===== src/rtl/pipeline_hazard_ctrl_pkg.sv =====
// Shared CPU pipeline definitions: hazard FSM state encodings, the NOP word
// used to squash IF/ID, and the stall performance-counter width.
package pipeline_hazard_ctrl_pkg;

    localparam int          CNT_W     = 16;
    localparam logic [31:0] NOP_INSTR = 32'h0000_0013;

    typedef enum logic [1:0] {
        ST_RUN        = 2'd0,
        ST_LOAD_USE   = 2'd1,
        ST_MD_WAIT    = 2'd2,
        ST_FETCH_WAIT = 2'd3
    } hz_state_e;

    typedef struct packed {
        logic pc_stall;
        logic stall;
        logic if_flush;
        logic id_flush;
    } hz_ctrl_t;

endpackage


===== src/rtl/pipeline_hazard_ctrl_hazard_detect.sv =====
// Combinational load-use comparator between the load in execute and the
// sources read by the instruction in decode. x0 never creates a hazard.
module hazard_detect
    import pipeline_hazard_ctrl_pkg::*;
(
    input  logic [4:0] ID_rs1,
    input  logic [4:0] ID_rs2,
    input  logic       ID_use_rs1,
    input  logic       ID_use_rs2,
    input  logic [4:0] EX_rd,
    input  logic       EX_mem_read,
    output logic       load_use_o
);

    logic rs1_hit;
    logic rs2_hit;

    assign rs1_hit    = ID_use_rs1 && (ID_rs1 == EX_rd);
    assign rs2_hit    = ID_use_rs2 && (ID_rs2 == EX_rd);
    assign load_use_o = EX_mem_read && (EX_rd != 5'd0) && (rs1_hit || rs2_hit);

endmodule


===== src/rtl/pipeline_hazard_ctrl.sv =====
// Pipeline hazard controller: Mealy FSM for load-use, multicycle mul/div and
// fetch-wait stalls plus branch flushes, with a saturating stall counter.
//
// state      | meaning
// RUN        | normal flow; hazards detected and acted on this cycle
// LOAD_USE   | second half of the 1-cycle load-use bubble, outputs idle
// MD_WAIT    | mul/div busy, front end frozen until md_done
// FETCH_WAIT | imem not ready, PC held and IF/ID squashed to NOP
module pipeline_hazard_ctrl
    import pipeline_hazard_ctrl_pkg::*;
(
    input  logic             clk,
    input  logic             rst_n,
    input  logic [4:0]       ID_rs1,
    input  logic [4:0]       ID_rs2,
    input  logic             ID_use_rs1,
    input  logic             ID_use_rs2,
    input  logic [4:0]       EX_rd,
    input  logic             EX_mem_read,
    input  logic             EX_br_taken,
    input  logic             EX_md_start,
    input  logic             md_done,
    input  logic             imem_ready,
    output logic             pc_stall,
    output logic             stall,
    output logic             IF_flush,
    output logic             ID_flush,
    output logic [1:0]       hz_state,
    output logic [CNT_W-1:0] stall_cnt
);

    localparam hz_ctrl_t CTRL_IDLE   = '{pc_stall: 1'b0, stall: 1'b0, if_flush: 1'b0, id_flush: 1'b0};
    localparam hz_ctrl_t CTRL_STALL  = '{pc_stall: 1'b1, stall: 1'b1, if_flush: 1'b0, id_flush: 1'b1};
    localparam hz_ctrl_t CTRL_REDIR  = '{pc_stall: 1'b0, stall: 1'b0, if_flush: 1'b1, id_flush: 1'b1};
    localparam hz_ctrl_t CTRL_FBUBBL = '{pc_stall: 1'b1, stall: 1'b0, if_flush: 1'b1, id_flush: 1'b0};

    hz_state_e        state_q, state_d;
    hz_ctrl_t         ctrl_d, ctrl;
    logic [CNT_W-1:0] stall_cnt_q, stall_cnt_d;
    logic             load_use;

    hazard_detect u_hazard_detect (
        .ID_rs1      (ID_rs1),
        .ID_rs2      (ID_rs2),
        .ID_use_rs1  (ID_use_rs1),
        .ID_use_rs2  (ID_use_rs2),
        .EX_rd       (EX_rd),
        .EX_mem_read (EX_mem_read),
        .load_use_o  (load_use)
    );

    always_comb begin
        state_d = state_q;
        ctrl_d  = CTRL_IDLE;
        case (state_q)
            ST_RUN: begin
                if (EX_br_taken) begin
                    ctrl_d = CTRL_REDIR;
                end else if (EX_md_start) begin
                    // A unit that finishes in its start cycle needs no wait at all.
                    if (!md_done) begin
                        ctrl_d  = CTRL_STALL;
                        state_d = ST_MD_WAIT;
                    end
                end else if (load_use) begin
                    ctrl_d  = CTRL_STALL;
                    state_d = ST_LOAD_USE;
                end else if (!imem_ready) begin
                    ctrl_d  = CTRL_FBUBBL;
                    state_d = ST_FETCH_WAIT;
                end
            end
            ST_LOAD_USE: begin
                state_d = ST_RUN;
            end
            ST_MD_WAIT: begin
                ctrl_d = CTRL_STALL;
                if (md_done) begin
                    state_d = ST_RUN;
                end
            end
            ST_FETCH_WAIT: begin
                // A redirect must let the PC move even while fetch is still pending.
                if (EX_br_taken) begin
                    ctrl_d = CTRL_REDIR;
                end else if (!imem_ready) begin
                    ctrl_d = CTRL_FBUBBL;
                end
                if (imem_ready) begin
                    state_d = ST_RUN;
                end
            end
            default: begin
                state_d = ST_RUN;
            end
        endcase
    end

    // Outputs are forced quiet for the whole time reset is held, not just at an edge.
    always_comb begin
        ctrl = ctrl_d;
        if (!rst_n) begin
            ctrl = CTRL_IDLE;
        end
    end

    always_comb begin
        stall_cnt_d = stall_cnt_q;
        if (ctrl.pc_stall && (stall_cnt_q != {CNT_W{1'b1}})) begin
            stall_cnt_d = stall_cnt_q + {{(CNT_W-1){1'b0}}, 1'b1};
        end
    end

    always_ff @(posedge clk or negedge rst_n) begin
        if (!rst_n) begin
            state_q     <= ST_RUN;
            stall_cnt_q <= '0;
        end else begin
            state_q     <= state_d;
            stall_cnt_q <= stall_cnt_d;
        end
    end

    assign pc_stall  = ctrl.pc_stall;
    assign stall     = ctrl.stall;
    assign IF_flush  = ctrl.if_flush;
    assign ID_flush  = ctrl.id_flush;
    assign hz_state  = state_q;
    assign stall_cnt = stall_cnt_q;

endmodule


===== config.mk =====
export PLATFORM = sky130hd
export DESIGN_NAME = pipeline_hazard_ctrl
export DESIGN_NICKNAME = d
export VERILOG_FILES = /design/src/rtl/pipeline_hazard_ctrl_pkg.sv /design/src/rtl/pipeline_hazard_ctrl_hazard_detect.sv /design/src/rtl/pipeline_hazard_ctrl.sv
export SDC_FILE = /design/constraint.sdc
export NUM_CORES = 1
export LEC_CHECK = 0
export BUFFER_PORTS_ARGS = -buffer_cell sky130_fd_sc_hd__buf_2
export CAP_MARGIN = 20
export CELL_PAD_IN_SITES_DETAIL_PLACEMENT = 0
export CELL_PAD_IN_SITES_GLOBAL_PLACEMENT = 1
export CORE_MARGIN = 2
export CORE_UTILIZATION = 37
export DETAILED_ROUTE_END_ITERATION = 7
export PLACE_DENSITY_LB_ADDON = 0.15
export SLEW_MARGIN = 15
export SYNTH_ARGS = -nofsm -noshare
export SYNTH_HDL_FRONTEND = slang
export SYNTH_SLANG_ARGS = --single-unit

===== constraint.sdc =====
create_clock -name clk -period 3.97 [get_ports clk]
set_input_delay 0.9925 -clock clk [delete_from_list [all_inputs] [get_ports clk]]
set_output_delay 0.9925 -clock clk [all_outputs]
set_load 0.01 [all_outputs]

## Word-level counts from Yosys, hierarchy flattened

Index checks and enable logic that the tools add are counted.

- Register bits after elaboration: 18
- Bits of input ports: 24
- Output and inout port bits: 22
- Logic and storage cells: 39

- $add $sub $neg: 1
- Equal/unequal tests: 11
- Muxes and demuxes: 16
- Reductions and logical operators: 9

Operators by type and width:

| operator | count |
|---|---|
| 4-bit 2-to-1 mux | 7 |
| 16-bit by 1-bit adder with 16-bit output, second input constant | 1 |
| 16-bit inequality test, second input constant | 1 |
| 2-bit 2-to-1 mux | 7 |
| 4-bit one-hot mux with 3 select lines | 1 |
| 5-bit equality test | 2 |
| 2-bit one-hot mux with 4 select lines | 1 |
| 2-bit inequality test, second input constant | 3 |
| 1-bit logical AND | 5 |
| 5-bit AND reduction | 1 |
| 5-bit nonzero test | 1 |
| 2-bit equality test, second input constant | 2 |
| 4-bit inequality test, second input constant | 1 |
| 3-bit inequality test, second input constant | 1 |
| 2-bit by 1-bit equality test with 1-bit output, second input constant | 1 |
| 2-bit zero test | 1 |
| 1-bit logical OR | 1 |

## Logic depth before layout (Yosys ltp)

- Depth in word-level cells: 10
- Depth in mapped cells: 8
- Gate-level depth less buffers: 7

## Hierarchy

Synthesis repeated with hierarchy kept, for this count alone.

- Cells, all modules: 114
- Area, all modules: 1146.1 um^2

By module, submodules not included:

| module | instances | cells each | area an instance (um^2) |
|---|---|---|---|
| pipeline_hazard_ctrl | 1 | 97 | 1012.2 |
| hazard_detect | 1 | 17 | 133.9 |

## Worst setup path before layout

Ideal clock, no wire load.

- Path type: input -> output
- Start point: input port EX_rd[1]
- End point: output port stall
- Arrival: 2.272 ns
- Setup slack: 0.706 ns
- Stages on the path: 5
- Buffers on the path: 0
- Path through: or4_1 -> o21ai_2 -> nand2b_1 -> nor3_1 -> o311a_1

- Word-level cells in the longest chain between the ends: 9
- Elaborated cells on any way between the ends: 13

Ends and longest elaborated chain:

| item | RTL line | text |
|---|---|---|
| from (decl) | pipeline_hazard_ctrl.sv:18 | `input logic [4:0] EX_rd,` |
| 5-bit equality test, on equally long branches | pipeline_hazard_ctrl_hazard_detect.sv:18, pipeline_hazard_ctrl_hazard_detect.sv:19 |  |
| 1-bit logical AND, on equally long branches | pipeline_hazard_ctrl_hazard_detect.sv:18, pipeline_hazard_ctrl_hazard_detect.sv:19 |  |
| 1-bit logical OR | pipeline_hazard_ctrl_hazard_detect.sv:20 | `assign load_use_o = EX_mem_read && (EX_rd != 5'd0) && (rs1_hit \|\| rs2_hit);` |
| 1-bit logical AND * | pipeline_hazard_ctrl_hazard_detect.sv:20 |  |
| 4-bit 2-to-1 mux * | pipeline_hazard_ctrl.sv:65 | `end else if (load_use) begin` |
| 4-bit 2-to-1 mux * | pipeline_hazard_ctrl.sv:59 | `end else if (EX_md_start) begin` |
| 4-bit 2-to-1 mux * | pipeline_hazard_ctrl.sv:57 | `if (EX_br_taken) begin` |
| 4-bit one-hot mux with 3 select lines * | pipeline_hazard_ctrl.sv:55 | `case (state_q)` |
| 4-bit 2-to-1 mux * | pipeline_hazard_ctrl.sv:102 | `if (!rst_n) begin` |
| to (decl) | pipeline_hazard_ctrl.sv:25 | `output logic stall,` |

Every way passes the cells marked *; elsewhere a longest branch is shown, timed or not.

## Worst setup path after layout

Ends and elaborated chain as after synthesis.

==> out/qor.csv <==
metric;value;unit
status;finished clean;
clockRootBuffer;clkbuf_4;
synth_cells;129;
wl;2.62;mm
grt_usage;0.163;
clk_pin_slew;0.11;ns
async_flop_share;1.00;
routabilityCongestion;0.830;
finClkSkew;0.00924;ns
drtPass1Iterations;4;
ys_seq_elements;18;
syn_to_final_growth;25.9;%
synth-edff-count;0;
rr_startpoint;stall_cnt[0];
yosysMostFrequentCell;dfrtp_1;
io_buffer_count;45;
timing.fmax;0.279;GHz
place_inst;215;
rr_endpoint;stall_cnt[1];
intPower;0.368;mW
hold_slack;0.520;ns
finalPower;0.579;mW
place_ws;0.382;ns
met3_usage;0.0390;
crit_chain;buf_2 -> or4_1 -> o21ai_2 -> nand2b_1 -> nor3_1 -> o311a_1 -> buf_2;
yosysSeqAreaShare;0.388;
ys_top_cells_by_count;18 x dfrtp_1, 13 x nand2_1, 12 x xnor2_1, 12 x xor2_1, 11 x nor2_1;
max_stage_delay;0.54;ns
syn_area;1160;sq um
seqPwrFrac;0.475;
sw_frac_of_total;0.365;
hold_violations;0;
grt_pass1_vias;1049;
rows;20;
startpoint_type;input pin;
via_per_inst;4.95;
cts_buffers;3;
p_sw;0.211;mW
drv_slew;0;
cts_sinks;18;
grtUsageMet2;0.272;
grt_pass1_wl;4.59;mm
rsz0062_at_grt;false;
worstSetupStartpoint;EX_rd[1];
tightest_slew;0.676;ns
fp.coreArea;3030;sq um
syn_nets;154;
met1_usage;0.222;
drt_iter0_drc;66;
max-clock-path-buffers;2;
synth_top_cell_area_share;0.388;
h-tree-depth;1;
grt_max_degree;15;
syn_area_per_cell;9.01;sq um
grt.overflow.total;0;
dieArea;3610;sq um
drtAntennaViolNets;0;
p_leak;0.731;nW
hold_class;reg2reg;
final-setup-viol-count;0;
clk_latency;0.30;ns
worstSetupPathType;in2out;
crit_slowest_cell;or4_1;
hold_buffers;0;
drc;0;
die_h;60.1;um
detail_route.wl_per_cell;12.0;um
synth_top_cell_by_area;dfrtp_1;
via_count;1085;
fin_crit;3.58;ns
die_w;60.1;um
setup_slack;0.387;ns
p_per_area;396;nW/um^2
final.period_utilization;0.902;
busiest_layer;met2;
final_cells;219;
clkPwrFrac;0.202;
antenna-diode-count;0;
cpMostUsedCell;buf_2;
p_comb_frac;0.323;
cts_setup_buffers;0;
endpoint_kind;primary output;
critPathMaxFanout;5;
r2r.worst_path.cells;6;
rrSetupSlack;1.65;ns
crit_arrival;2.59;ns
relSlewSlack;0.550;
ys_top_cells_by_area;dfrtp_1 39%, xnor2_1 9.0%, xor2_1 9.0%;
synth_flop_cell;dfrtp_1;
cts_tree;yes;
antenna_found_initial;0;
setup-tns-final;0;ns
initial_core_util;0.384;
yosys_warnings;0;
post_cts_resized;0;
yosysUniqueCellTypes;32;
endpoint;stall;
cap_violations;0;
irDropWorstVdd;0.252;mV
pin_count;46;
drive_gt1_frac;0.320;
required;2.98;ns
nets;201;
dp_hpwl;2.06;mm
[placed cells by master (no fill, tap or decap), types with 2 or more instances in the layout]
cell type	n
mux2_2	2
nor3_1	10
nand3_1	9
clkbuf_4	3
and3_1	2
mux2i_1	3
xor2_1	12
o311a_1	2
inv_1	5
buf_2	45
nor2_1	11
nand4_1	6
nand2_1	13
o21ai_0	2
dfrtp_1	18
xnor2_1	12
nor4_1	2
nand2b_1	2
[per-layer routing]
metal,part of all wire,wire [um]
met1,0.49,1290
met2,0.46,1200
met3,0.050,131
met4,0,0
met5,0,0
[worst max-delay path, delay by kind of cell]
kind            cells  cell delay [ns]
buf+inv             2             0.26
compound gates      2             0.50
simple gates        3             0.84
[worst min-delay path by stage]
stage	startpoint	to	slack [ns]	cells past startpoint
after floorplan	stall_cnt[15]	stall_cnt[15]	0.53	1
after global placement	stall_cnt[15]	stall_cnt[15]	0.50	1
after detailed placement	stall_cnt[11]	stall_cnt[11]	0.51	1
after CTS	stall_cnt[11]	stall_cnt[11]	0.53	1
after global routing	rst_n	stall_cnt[2]	0.52	1
final	stall_cnt[11]	stall_cnt[11]	0.52	1
[metrics by stage]
step | area (sq um) | utilization
floorplan | 1160 | -
global placement | 1430 | 0.471
detailed placement | 1430 | 0.471
CTS | 1460 | 0.483
global route | 1460 | 0.483
finish | 1460 | 0.483
[flip-flops by register name (all words and copies together) (netlist names)]
signal	cells
hz_state	2
stall_cnt	16
[layout make-up]
type / count / area (sq um)
multi-input cells: 102 / 671
fillers: 313 / 1560
flip-flops and latches: 18 / 450
repair buffers: 46 / 233
inverters: 5 / 18.8
well taps: 44 / 55.1
clock buffers: 4 / 36.3
[cells by family after synthesis]
logic type               count (synthesis)  share of synthesized area
XOR/XNOR                                24                      0.181
flip-flops                              18                      0.388
adder cells (fa/ha/maj)                  1                     0.0108
AND/OR/NAND/NOR                         58                      0.241
multiplexers                             6                     0.0581
AO/OA/AOI/OAI                           13                     0.0861
buffers and inverters                    9                     0.0355
[power groups by stage]
stage,sequential (mW),clock [mW],combinational (mW)
6_report,0.275,0.117,0.187
5_1_grt,0.284,0.127,0.211
4_1_cts,0.275,0.118,0.190
3_5_place_dp,0.279,0,0.189
3_3_place_gp,0.277,0,0.187
2_1_floorplan,0.284,0,0.103
Power figures use the tool's default switching activity.
